==> src/rtl/microwave_cook_controller.sv <==
// microwave_cook_controller
//   Sequencing core of the microwave front panel. Takes debounced one-cycle
//   button pulses plus the door switch level, runs the cook state machine,
//   counts remaining seconds down and sweeps a 0..15 rotating LED index.
//
//   Ports
//     clk, rst_n      : system clock, asynchronous active-low reset
//     start_btn       : pulse, start / resume
//     stop_btn        : pulse, pause / cancel
//     add_btn         : pulse, add ADD_SEC seconds
//     mode_btn        : pulse, cycle power mode 01 -> 10 -> 11 -> 01
//     door_open       : level, 1 = door open
//     led_pos[3:0]    : rotating LED index to the decoder
//     cooking         : 1 only in COOK
//     idle            : 1 only in IDLE
//     mode[1:0]       : power mode (01 low, 10 medium, 11 high)
//     remaining_sec   : seconds left
//     done            : 1 only in DONE
//
//   Handshake: there is no valid/ready pairing here. Every button input is a
//   single-cycle pulse that is consumed on the clock edge where it is high;
//   all outputs come straight from flops and reflect that edge one cycle
//   after the pulse. Within one cycle the pulses rank
//   stop > door > start > add > mode; a lower one is dropped when a higher
//   one acts.
module microwave_cook_controller #(
  parameter int TICKS_PER_SEC = 100000000,
  parameter int SWEEP_TICKS   = 6250000,
  parameter int ADD_SEC       = 30,
  parameter int MAX_SEC       = 999,
  parameter int DONE_SEC      = 3
) (
  input  logic       clk,
  input  logic       rst_n,
  input  logic       start_btn,
  input  logic       stop_btn,
  input  logic       add_btn,
  input  logic       mode_btn,
  input  logic       door_open,
  output logic [3:0] led_pos,
  output logic       cooking,
  output logic       idle,
  output logic [1:0] mode,
  output logic [9:0] remaining_sec,
  output logic       done
);

  localparam int SEC_W  = (TICKS_PER_SEC > 1) ? $clog2(TICKS_PER_SEC) : 1;
  localparam int SWP_W  = (SWEEP_TICKS > 1) ? $clog2(SWEEP_TICKS) : 1;
  localparam int DCNT_W = (DONE_SEC > 1) ? $clog2(DONE_SEC) : 1;
  localparam logic [SEC_W-1:0]  SEC_LAST  = SEC_W'(TICKS_PER_SEC - 1);
  localparam logic [SWP_W-1:0]  SWP_LAST  = SWP_W'(SWEEP_TICKS - 1);
  localparam logic [DCNT_W-1:0] DCNT_LAST = DCNT_W'(DONE_SEC - 1);
  localparam logic [10:0]       ADD_EXT   = 11'(ADD_SEC);
  localparam logic [10:0]       MAX_EXT   = 11'(MAX_SEC);

  typedef enum logic [2:0] {IDLE, SET, COOK, PAUSE, DONE} state_t;

  state_t              state_q, state_d;
  logic [SEC_W-1:0]    sec_q, sec_d;       // one-second prescaler
  logic [SWP_W-1:0]    sweep_q, sweep_d;   // LED sweep prescaler
  logic [DCNT_W-1:0]   dcnt_q, dcnt_d;     // seconds spent in DONE
  logic [3:0]          led_q, led_d;
  logic [9:0]          rem_q, rem_d;
  logic [1:0]          mode_q, mode_d;

  logic       sec_wrap, sweep_wrap, to_idle, start_fresh;
  logic [9:0] rem_after_tick;

  // remaining + ADD_SEC, clamped to MAX_SEC; computed one bit wider so the
  // carry cannot wrap before the compare.
  function automatic logic [9:0] sat_add(input logic [9:0] base);
    logic [10:0] sum;
    sum = {1'b0, base} + ADD_EXT;
    if (sum > MAX_EXT) sat_add = MAX_EXT[9:0];
    else               sat_add = sum[9:0];
  endfunction

  always_ff @(posedge clk or negedge rst_n) begin
    if (!rst_n) begin
      state_q <= IDLE;
      sec_q   <= '0;
      sweep_q <= '0;
      dcnt_q  <= '0;
      led_q   <= 4'd0;
      rem_q   <= 10'd0;
      mode_q  <= 2'b10;
    end else begin
      state_q <= state_d;
      sec_q   <= sec_d;
      sweep_q <= sweep_d;
      dcnt_q  <= dcnt_d;
      led_q   <= led_d;
      rem_q   <= rem_d;
      mode_q  <= mode_d;
    end
  end

  always_comb begin
    state_d     = state_q;
    sec_d       = sec_q;
    sweep_d     = sweep_q;
    dcnt_d      = dcnt_q;
    led_d       = led_q;
    rem_d       = rem_q;
    mode_d      = mode_q;
    to_idle     = 1'b0;
    start_fresh = 1'b0;

    sec_wrap   = (sec_q == SEC_LAST);
    sweep_wrap = (sweep_q == SWP_LAST);
    // Value remaining would take from this cycle's countdown alone.
    rem_after_tick = (sec_wrap && rem_q != 10'd0) ? rem_q - 10'd1 : rem_q;

    case (state_q)
      IDLE: begin
        // stop has nothing to do in IDLE but still outranks the rest.
        if (!stop_btn) begin
          if (start_btn && !door_open) begin
            rem_d       = sat_add(10'd0);
            start_fresh = 1'b1;
          end else if (add_btn) begin
            rem_d   = sat_add(rem_q);
            state_d = SET;
          end else if (mode_btn) begin
            mode_d = (mode_q == 2'b11) ? 2'b01 : mode_q + 2'd1;
          end
        end
      end

      SET: begin
        if (stop_btn) begin
          to_idle = 1'b1;
        end else if (start_btn && !door_open) begin
          start_fresh = 1'b1;
        end else if (add_btn) begin
          rem_d = sat_add(rem_q);
        end else if (mode_btn) begin
          mode_d = (mode_q == 2'b11) ? 2'b01 : mode_q + 2'd1;
        end
      end

      COOK: begin
        if (stop_btn || door_open) begin
          // Counters simply stop advancing; PAUSE keeps them as they are.
          state_d = PAUSE;
        end else begin
          sec_d = sec_wrap ? '0 : sec_q + 1'b1;
          rem_d = add_btn ? sat_add(rem_after_tick) : rem_after_tick;
          if (!add_btn && sec_wrap && rem_q <= 10'd1) begin
            // Last second expired: the LED index stays where it was.
            state_d = DONE;
            dcnt_d  = '0;
          end else begin
            sweep_d = sweep_wrap ? '0 : sweep_q + 1'b1;
            if (sweep_wrap) led_d = led_q + 4'd1;
          end
        end
      end

      PAUSE: begin
        if (stop_btn) begin
          to_idle = 1'b1;
        end else if (start_btn && !door_open) begin
          state_d = COOK;   // resume with prescalers untouched
        end else if (add_btn) begin
          rem_d = sat_add(rem_q);
        end
      end

      DONE: begin
        if (stop_btn || door_open) begin
          to_idle = 1'b1;
        end else if (sec_wrap) begin
          sec_d = '0;
          if (dcnt_q == DCNT_LAST) to_idle = 1'b1;
          else                     dcnt_d  = dcnt_q + 1'b1;
        end else begin
          sec_d = sec_q + 1'b1;
        end
      end

      default: to_idle = 1'b1;
    endcase

    if (start_fresh) begin
      state_d = COOK;
      sec_d   = '0;
      sweep_d = '0;
    end

    if (to_idle) begin
      state_d = IDLE;
      rem_d   = 10'd0;
      led_d   = 4'd0;
      sec_d   = '0;
      sweep_d = '0;
      dcnt_d  = '0;
    end
  end

  assign led_pos       = led_q;
  assign mode          = mode_q;
  assign remaining_sec = rem_q;
  assign cooking       = (state_q == COOK);
  assign idle          = (state_q == IDLE);
  assign done          = (state_q == DONE);

endmodule

==> config.mk <==
export PLATFORM = sky130hd
export DESIGN_NAME = microwave_cook_controller
export DESIGN_NICKNAME = d
export VERILOG_FILES = /design/src/rtl/microwave_cook_controller.sv
export SDC_FILE = /design/constraint.sdc
export NUM_CORES = 1
export LEC_CHECK = 0
export BUFFER_PORTS_ARGS = -buffer_cell sky130_fd_sc_hd__buf_2
export CAP_MARGIN = 20
export CORE_AREA = 2 2 125 127
export DETAILED_ROUTE_END_ITERATION = 8
export DIE_AREA = 0 0 127 129
export PLACE_DENSITY_LB_ADDON = 0.1
export SETUP_SLACK_MARGIN = 0.4
export SYNTH_ARGS = -nofsm -noshare
export SYNTH_HDL_FRONTEND = slang
export SYNTH_SLANG_ARGS = --single-unit
==> constraint.sdc <==
create_clock -name clk -period 4 [get_ports clk]
set_input_delay 0.6 -clock clk [delete_from_list [all_inputs] [get_ports clk]]
set_output_delay 0.6 -clock clk [all_outputs]
set_load 0.1 [all_outputs]
==> reports/results.tsv, run 1 <==
metric	value	unit
final_area	5880	um^2
post_cts_buffers	0	
p_switching	2.00	mW
crit_chain	inv_6 > ha_4 > or4b_4 > or3_4 > nand4_4 > mux2_4 > ha_4 > inv_1 > a211oi_1 > a21oi_1 > nand4_1 > a31oi_4 > a31oi_1	
fin_crit_sh	0.864	
seq_power_share	0.251	
core	15000	um^2
diodes	0	
violations	design-rule violations	
dpl_cell_area	5570	um^2
final_common_cell	nor2_1	
fin_worst_skew	0.0116	ns
antenna_found_initial	0	
yosys_warnings	0	
path_class	reg -> reg	
synth_compound_area_frac	0.196	
ioPinCount	26	
routed_via_density	5.84	
dpl.hpwl	10.7	mm
synth_top_area_share	0.337	
fin_ws	0.543	ns
syn_avg_cell_area	8.52	um^2
clockBufferDepth	2	
rows	45	
setup_viol_count_final	0	
synth_top_flop_cell	dfrtp_1	
synthCells	610	
leakage	2.42	nW
cts_num_sinks	71	
period_minus_slack	3.46	ns
postCtsHoldBufs	0	
required	4.23	ns
cts_buffers	9	
synth_top_family_by_area	simple AND/OR/NAND/NOR gates	
swShare	0.507	
crit_slowest_cell	dfrtp_4	
rsz0062_at_grt	no	
cp-end-kind	flip-flop	
grt_overflow	0	
pre_cts_ws	0.580	ns
ctsResizeCount	0	
gp_congestion	0.991	
synth_edf_count	0	
clock.fmax	289	MHz
slew_headroom	0.355	
first_global_vias	4640	
intPower	1.95	mW
tightest_slew	0.967	ns
status	finished, violations left	
synth_xor_area_frac	0.0725	
cts-root-buf	clkbuf_16	
num_vias	4794	
h-tree-depth	3	
synth-async-reset-ratio	1.00	
min_path_type	in -> async	
critPathLaunchType	flip-flop	
p_total	3.95	mW
port_buffers	25	
yosys-top-cells-area	dfrtp_1 34%, nor2_1 5.2%, xor2_1 4.4%, nand2_1 3.5%, o21ai_0 3.2%	
cts.clk_slew.worst_paths	0.07	ns
combPwrFrac	0.535	
ys_ff_latch	71	
die_area	16400	um^2
dr.first_iter.drc_count	377	
max-vdd-ir-drop	0.258	mV
dieWidth	127	um
fin_setup_tns	0	ns
die_y	129	um
path_common_cell	ha_4	
grt_pass1_wl	24.7	mm
crit_arrival	3.68	ns
cp_max_fo	9	
drc	1	
cts_tree	done	
synthAdderAreaFrac	0.0265	
syn_to_final_growth	13.3	%
drtAntennaViolNets	0	
dr.pass1.iters	6	
cpPeakStageDelay	0.52	ns
power_density	672	nW/um^2
clockPowerShare	0.215	
synth_mux_area_frac	0.0104	
hold_violations	0	
track_usage	0.193	
clock_latency	0.35	ns
final_nets	646	
layout_common_cells	72 x nor2_1, 61 x dfrtp_1, 48 x nand2_1	
syn-cell-area	5190	um^2
max_cap_viol_count	0	
start_util	0.347	
syn-num-nets	628	
routed_wirelength	15.0	mm
drv_slew	0	
synthSimpleGateAreaFrac	0.311	
synth_cell_types	79	
grt_max_degree	72	
layout-drive-gt1-share	0.164	
ys_seq_area_frac	0.342	
routedWlPerCell	18.3	um
yosys.area.top_type	dfrtp_1	
whs	0.350	ns
-- sequential cells by signal, indices dropped and copies added, names as in the netlist --
| name | flops |
|---|---|
| sweep_q | 23 |
| dcnt_q | 2 |
| state_q | 3 |
| mode | 2 |
| remaining_sec | 10 |
| led_pos | 4 |
| sec_q | 27 |
-- critical path: cells and delay by family, from the launching register on --
family / cells / cell delay, ns
AOI/OAI and AO/OA: 4 / 0.71
adders and majority gates: 2 / 0.35
buffers and inverters: 2 / 0.21
DFF: 1 / 0.52
muxes: 1 / 0.33
and+or+nand+nor: 4 / 1.21
-- layout make-up --
cell class / instances / area (um^2)
Fill cell: 1508 / 9090
Inverter: 15 / 63.8
Sequential cell: 71 / 1800
Clock inverter: 4 / 51.3
Clock buffer: 12 / 256
Timing Repair Buffer: 39 / 233
Multi-Input combinational cell: 492 / 3250
Tap cell: 188 / 235
-- cell usage after synthesis (7+ instances only) --
master     n
o211ai_1   7
inv_1     14
xor2_1    26
a21oi_1   30
or3_1     11
nand3_1   29
ha_1      11
o21ai_0   33
nor2b_1    7
a211oi_1   8
and3_1    14
a31oi_1    8
nand2_1   48
nor2_1    72
xnor2_1   17
dfrtp_1   70
nor3_1    24
clkbuf_1  21
nand4_1   22
-- per-stage QoR --
stage / utilization / cells
2_1_floorplan: - / 610
3_3_place_gp: 0.372 / 805
3_5_place_dp: 0.372 / 805
4_1_cts: 0.393 / 821
5_1_grt: 0.393 / 821
6_report: 0.393 / 821
-- power by group through the flow --
stage	logic, mW	clock network (mW)	registers, mW
global placement	2.08	0	0.989
CTS	2.09	0.880	0.986
global route	2.27	0.904	1.01
finish	2.11	0.849	0.991
floorplan	1.36	0	1.23
detailed placement	2.08	0	0.999
-- cells by family (layout without fill, tap and decap cells) --
group / Yosys count / in the layout
multiplexers: 5 / 5
flip-flops: 71 / 71
AND/OR/NAND/NOR: 289 / 289
XOR/XNOR: 43 / 43
buffers and inverters: 47 / 70
AO/OA/AOI/OAI: 144 / 144
adder cells (fa/ha/maj): 11 / 11
-- metal layers --
metal,part of all wire,track usage
met4,0.024,0.0821
met3,0.051,0.0420
met2,0.44,0.291
met5,0,0
met1,0.48,0.267
-- worst paths after layout --
path	cells past startpoint	slack (ns)	to	from
max in group asynchronous	1	2.90	remaining_sec[6]	rst_n
min	1	0.35	remaining_sec[8]	rst_n
min in group clk	2	0.49	mode[1]	mode[1]
max reg2reg	13	0.54	remaining_sec[7]	remaining_sec[1]
min reg2reg	2	0.49	mode[1]	mode[1]
max	13	0.54	remaining_sec[7]	remaining_sec[1]
No activity file was read; power rests on OpenSTA's default activity.
==> run 2: changes to the inputs <==
- ABC_CLOCK_PERIOD_IN_PS: unset -> 4000
- BUFFER_PORTS_ARGS: -buffer_cell sky130_fd_sc_hd__buf_2 -> unset
- DONT_BUFFER_PORTS: unset -> 1
- REMOVE_ABC_BUFFERS: unset -> 1
==> run 2 against run 1 <==
The run now ends clean. Die area unchanged. Sequential cell count unchanged. Highest routed layer unchanged. Via count is 0.94% lower.
==> reports/results.tsv, run 2 (same netlist as run 1, synthesis figures left out) <==
metric	value	unit	change
power_density	673	nW/um^2	+0.17%
start_util	0.347		unchanged
max_cap_viol_count	0		unchanged
hold_violations	0		unchanged
final_area	5840	um^2	-0.70%
port_buffers	0		-100%
drtAntennaViolNets	0		unchanged
swShare	0.496		-0.0112
rr_worst_depth	11		-2
cp-end-kind	flip-flop		
track_usage	0.188		-0.00419
layout_common_cells	72 x nor2_1, 70 x dfrtp_1, 48 x nand2_1		
rows	45		unchanged
tightest_slew	1.01	ns	+0.0456 ns
layout-drive-gt1-share	0.131		-0.0337
grt_pass1_wl	24.2	mm	-2.0%
cts_num_sinks	71		unchanged
r2r_start	remaining_sec[0]		
grt_overflow	0		unchanged
leakage	2.40	nW	-0.86%
crit_arrival	3.68	ns	about the same
core	15000	um^2	unchanged
final_nets	634		-1.9%
dieWidth	127	um	unchanged
status	finished, final reports clean		
antenna_found_initial	0		unchanged
ioPinCount	26		unchanged
slew_headroom	0.325		-0.0304
diodes	0		unchanged
num_vias	4749		-0.94%
critPathLaunchType	flip-flop		
drc	0		-1
h-tree-depth	3		unchanged
intPower	1.98	mW	+1.7%
cts.clk_slew.worst_paths	0.06	ns	about the same
die_area	16400	um^2	unchanged
drv_slew	0		unchanged
min_path_type	in -> async		
clock_latency	0.34	ns	about the same
setup_viol_count_final	0		unchanged
dr.first_iter.drc_count	379		+0.53%
die_y	129	um	unchanged
startpoint	remaining_sec[0]		
first_global_vias	4569		-1.5%
largest_register_ffs	27		unchanged
cts_buffers	9		unchanged
cts_tree	done		
path_class	reg -> reg		
gp_congestion	0.911		-8.1%
routedWlPerCell	18.9	um	+3.3%
dpl_cell_area	5460	um^2	-2.0%
fin_worst_skew	0.00927	ns	-0.00238 ns
routed_via_density	5.88		+0.66%
cts-root-buf	clkbuf_16		
fin_crit_sh	0.868		+0.00329
regMostFlops	sec_q		
fillers	1539		+2.1%
seq_power_share	0.247		-0.004
clockBufferDepth	2		unchanged
whs	0.106	ns	-0.244 ns
required	4.21	ns	-0.02 ns
max-vdd-ir-drop	0.422	mV	+63%
cp_max_fo	7		-2
syn_to_final_growth	12.5	%	
routed_wirelength	15.2	mm	+1.6%
grt_max_degree	71		-1.4%
dr.pass1.iters	5		-1
dpl.hpwl	10.8	mm	+1.2%
p_switching	1.95	mW	-2.7%
clockPowerShare	0.221		+0.006
clock.fmax	288	MHz	-0.38%
period_minus_slack	3.47	ns	+0.0132 ns
rsz0062_at_grt	no		
combPwrFrac	0.532		-0.003
final_common_cell	nor2_1		
## run 2: worst paths after layout
kind | to | slack, ns
hold / removal | mode[1] | 0.11
max in group asynchronous | remaining_sec[3] | 3.56
setup / recovery | remaining_sec[7] | 0.53
min in group clk | remaining_sec[0] | 0.42
setup reg to reg | remaining_sec[7] | 0.53
hold reg to reg | dcnt_q[1] | 0.53
## run 2: layout make-up
| type | count | area, um^2 | area share |
|---|---|---|---|
| Inverter | 15 | 56.3 | 0.00964 |
| Timing Repair Buffer | 27 | 243 | 0.0415 |
| Multi-Input combinational cell | 492 | 3220 | 0.551 |
| Sequential cell | 71 | 1780 | 0.304 |
| Clock inverter | 4 | 70.1 | 0.0120 |
| Clock buffer | 11 | 243 | 0.0415 |
| Tap cell | 188 | 235 | 0.0403 |
## run 2: layer usage
metal	routed length, um	track usage	vias to the layer above	share of wire
met1	6930	0.249	2321	0.45
li1	-	-	2275	-
met4	437	0.0808	0	0.029
met5	0	0	-	0
met2	7080	0.301	123	0.46
met3	783	0.0378	30	0.051
## run 2: power by group through the flow
stage	registers, mW	logic (mW)	clock network [mW]
after global placement	0.976	2.03	0
after floorplan	1.27	1.17	0
final	0.970	2.09	0.870
after detailed placement	0.978	2.05	0
after CTS	0.967	2.08	0.891
after global routing	0.985	2.27	0.924
## run 2: worst max-delay path, cell delays in order (launching register included)
cell	delay, ns
dfrtp_1	0.39
inv_2	0.08
ha_1	0.15
or4b_4	0.49
or3_4	0.37
nand4_4	0.15
mux2_2	0.37
ha_1	0.22
or2_2	0.32
or3b_4	0.42
a31oi_4	0.23
a31oi_1	0.14
## run 2: stage by stage
step / worst slack (ns) / utilization / power [mW] / std cells / TNS (ns)
finish: 0.530 / 0.390 / 3.93 / 808 / 0
global route: 0.403 / 0.390 / 4.18 / 808 / 0
CTS: 0.413 / 0.387 / 3.93 / 803 / 0
detailed placement: 0.412 / 0.364 / 3.03 / 787 / 0
global placement: 0.525 / 0.364 / 3.01 / 787 / 0
floorplan: -0.0236 / - / 2.44 / 578 / -0.0236
## run 2: repair_timing
action	4_1_cts	5_1_grt
gates cloned	0	0
pin swaps	0	1
resized for setup	1	2
endpoints found under the hold margin	70	0
buffers inserted	0	5
setup endpoints to repair	1	7
hold buffers	1	0
==> run 3: changes to the inputs <==
- CTS_CLUSTER_DIAMETER: unset -> 50
- RECOVER_POWER: unset -> 100
- REMOVE_ABC_BUFFERS: 1 -> unset
==> run 3 against run 2 <==
The run now ends with max-capacitance violations, max-slew violations left. Routed wire length fell by 0.20%. Total power fell by 0.39%. Setup slack got worse by 0.094 ns. Global-route usage rose by 0.54 points. Design area fell by 0.92%. Clock power fell by 5.3%. Critical path depth fell by 4. Sequential cell count did not move. Combinational power barely moved. Count of clock-buffer cells in the layout did not move. Die area did not move. First-iteration DRC count fell by 30%. Critical path type unchanged.
==> reports/results.tsv, run 3 (same netlist as run 1, synthesis figures left out) <==
metric	value	unit	change
status	finished, violations left		
violations	max-capacitance violations, max-slew violations		
cts_buffers	9		unchanged
core	15000	um^2	unchanged
path_buf_inv	0		-1
cp-end-kind	flip-flop		
r2r_start	remaining_sec[5]		
min_path_type	in -> async		
p_total	3.92	mW	-0.39%
setup_viol_count_final	0		unchanged
rsz0062_at_grt	no		
tightest_slew	1.87	ns	+0.861 ns
diodes	0		unchanged
dpl.hpwl	10.8	mm	+0.37%
ioPinCount	26		unchanged
critPathLaunchType	flip-flop		
final_common_cell	nor2_1		
layout-drive-gt1-share	0.125		-0.00605
slew_headroom	-0.249		-0.574
power_density	677	nW/um^2	+0.54%
path_common_cell	or3_1		
first_global_vias	4528		-0.90%
routed_wirelength	15.2	mm	-0.20%
port_buffers	0		unchanged
fillers	1539		unchanged
drv_slew	71		+71
clockBufferDepth	2		unchanged
fin_worst_skew	0.00991	ns	+0.000644 ns
track_usage	0.194		+0.00541
drc	0		unchanged
rows	45		unchanged
die_area	16400	um^2	unchanged
h-tree-depth	3		unchanged
start_util	0.347		unchanged
max-vdd-ir-drop	0.259	mV	-39%
dr.first_iter.drc_count	267		-30%
num_vias	4738		-0.23%
required	4.26	ns	+0.05 ns
routed_via_density	5.88		about the same
cpPeakStageDelay	0.64	ns	+0.15 ns
path_class	reg -> reg		
fin_crit_sh	0.891		+0.0235
cts_num_sinks	71		unchanged
crit_chain	or4_4 > or3_1 > or3_1 > o21ai_1 > or2_0 > nand3_4 > a21oi_1		
grt_pass1_wl	24.8	mm	+2.6%
reg2reg_slack	0.44	ns	-0.09 ns
cp_num_cells	7		-4
cts.clk_slew.worst_paths	0.07	ns	about the same
regMostFlops	sec_q		
layout_common_cells	72 x nor2_1, 61 x dfrtp_1, 48 x nand2_1		
cp_max_fo	19		+12
max_cap_viol_count	1		+1
die_y	129	um	unchanged
syn_to_final_growth	11.4	%	
antenna_found_initial	0		unchanged
hold_violations	0		unchanged
crit_slowest_cell	o21ai_1		
drtAntennaViolNets	0		unchanged
period_minus_slack	3.56	ns	+0.0939 ns
crit_family	simple AND/OR/NAND/NOR gates		
final_nets	631		-0.47%
cts_tree	done		
grt_overflow	0		unchanged
routedWlPerCell	18.9	um	about the same
dieWidth	127	um	unchanged
gp_congestion	0.933		+2.4%
grt_max_degree	71		unchanged
timing.rr.end	sweep_q[3]		
clock.fmax	281	MHz	-2.6%
fin_setup_tns	0	ns	unchanged
crit_arrival	3.82	ns	+0.14 ns
largest_register_ffs	27		unchanged
clock_latency	0.34	ns	about the same
leakage	2.33	nW	-2.6%
cts-root-buf	clkbuf_16		
dr.pass1.iters	5		unchanged
rr_worst_depth	7		-4
-- run 3: cell count changes in the layout (fill, tap and decap cells not counted), moves of 2 or more --
cell	previous run	this run
buf_4	25	18
clkbuf_1	1	4
clkbuf_2	0	2
dfrtp_1	70	61
dfrtp_2	0	5
dfrtp_4	0	4
ha_1	11	9
ha_4	0	2
inv_6	0	2
or3_1	11	14
or3_4	3	0
-- run 3: through the flow --
stage	cells	hold WS [ns]	instance area, um^2	utilization	worst slack [ns]
6_report	806	0.105	5790	0.387	0.436
5_1_grt	806	0.0842	5790	0.387	0.223
4_1_cts	806	0.0892	5860	0.391	0.586
3_5_place_dp	789	0.309	5540	0.370	0.617
3_3_place_gp	789	0.307	5540	0.370	0.646
2_1_floorplan	610	0.304	5280	-	0.433
-- run 3: per-layer routing --
layer | global-route usage | vias to the layer above | part of all wire
met3 | 0.0457 | 24 | 0.058
met2 | 0.296 | 136 | 0.44
met4 | 0.0672 | 0 | 0.022
met1 | 0.270 | 2299 | 0.48
met5 | 0 | - | 0
li1 | - | 2279 | -
-- run 3: repair_timing --
item	4_1_cts	5_1_grt
hold buffers	1	0
gates resized for setup	0	1
endpoints found under the setup margin	0	5
endpoints found under the hold margin	70	0
buffers inserted	0	0
-- run 3: how the worst max path moves through the flow --
stage,slack [ns],to,startpoint
2_1_floorplan,0.43,remaining_sec[3],remaining_sec[1]
3_3_place_gp,0.65,remaining_sec[7],remaining_sec[1]
3_5_place_dp,0.62,remaining_sec[7],remaining_sec[1]
4_1_cts,0.59,remaining_sec[7],remaining_sec[1]
5_1_grt,0.22,sweep_q[12],remaining_sec[6]
6_report,0.44,sweep_q[3],remaining_sec[5]
-- run 3: layout make-up --
class / instances / area [um^2] / area share
multi-input cells: 492 / 3210 / 0.554
flip-flops and latches: 71 / 1800 / 0.311
clock buffers: 11 / 243 / 0.0419
well taps: 188 / 235 / 0.0406
repair buffers: 24 / 184 / 0.0318
inverters: 15 / 63.8 / 0.0110
clock inverters: 5 / 56.3 / 0.00973
-- run 3: worst reg2reg max path: cells and delay by family, from the launching register on --
kind             cells  cell delay, ns
flip-flops           1            0.42
AND/OR/NAND/NOR      5            2.23
AO/OA/AOI/OAI        2            0.84
-- run 3: power by group --
group          internal [mW]  total (mW)  switching (mW)
Clock                  0.500       0.824           0.323
Sequential             0.812       0.983           0.171
Combinational          0.625        2.11            1.49
Total                   1.94        3.92            1.98
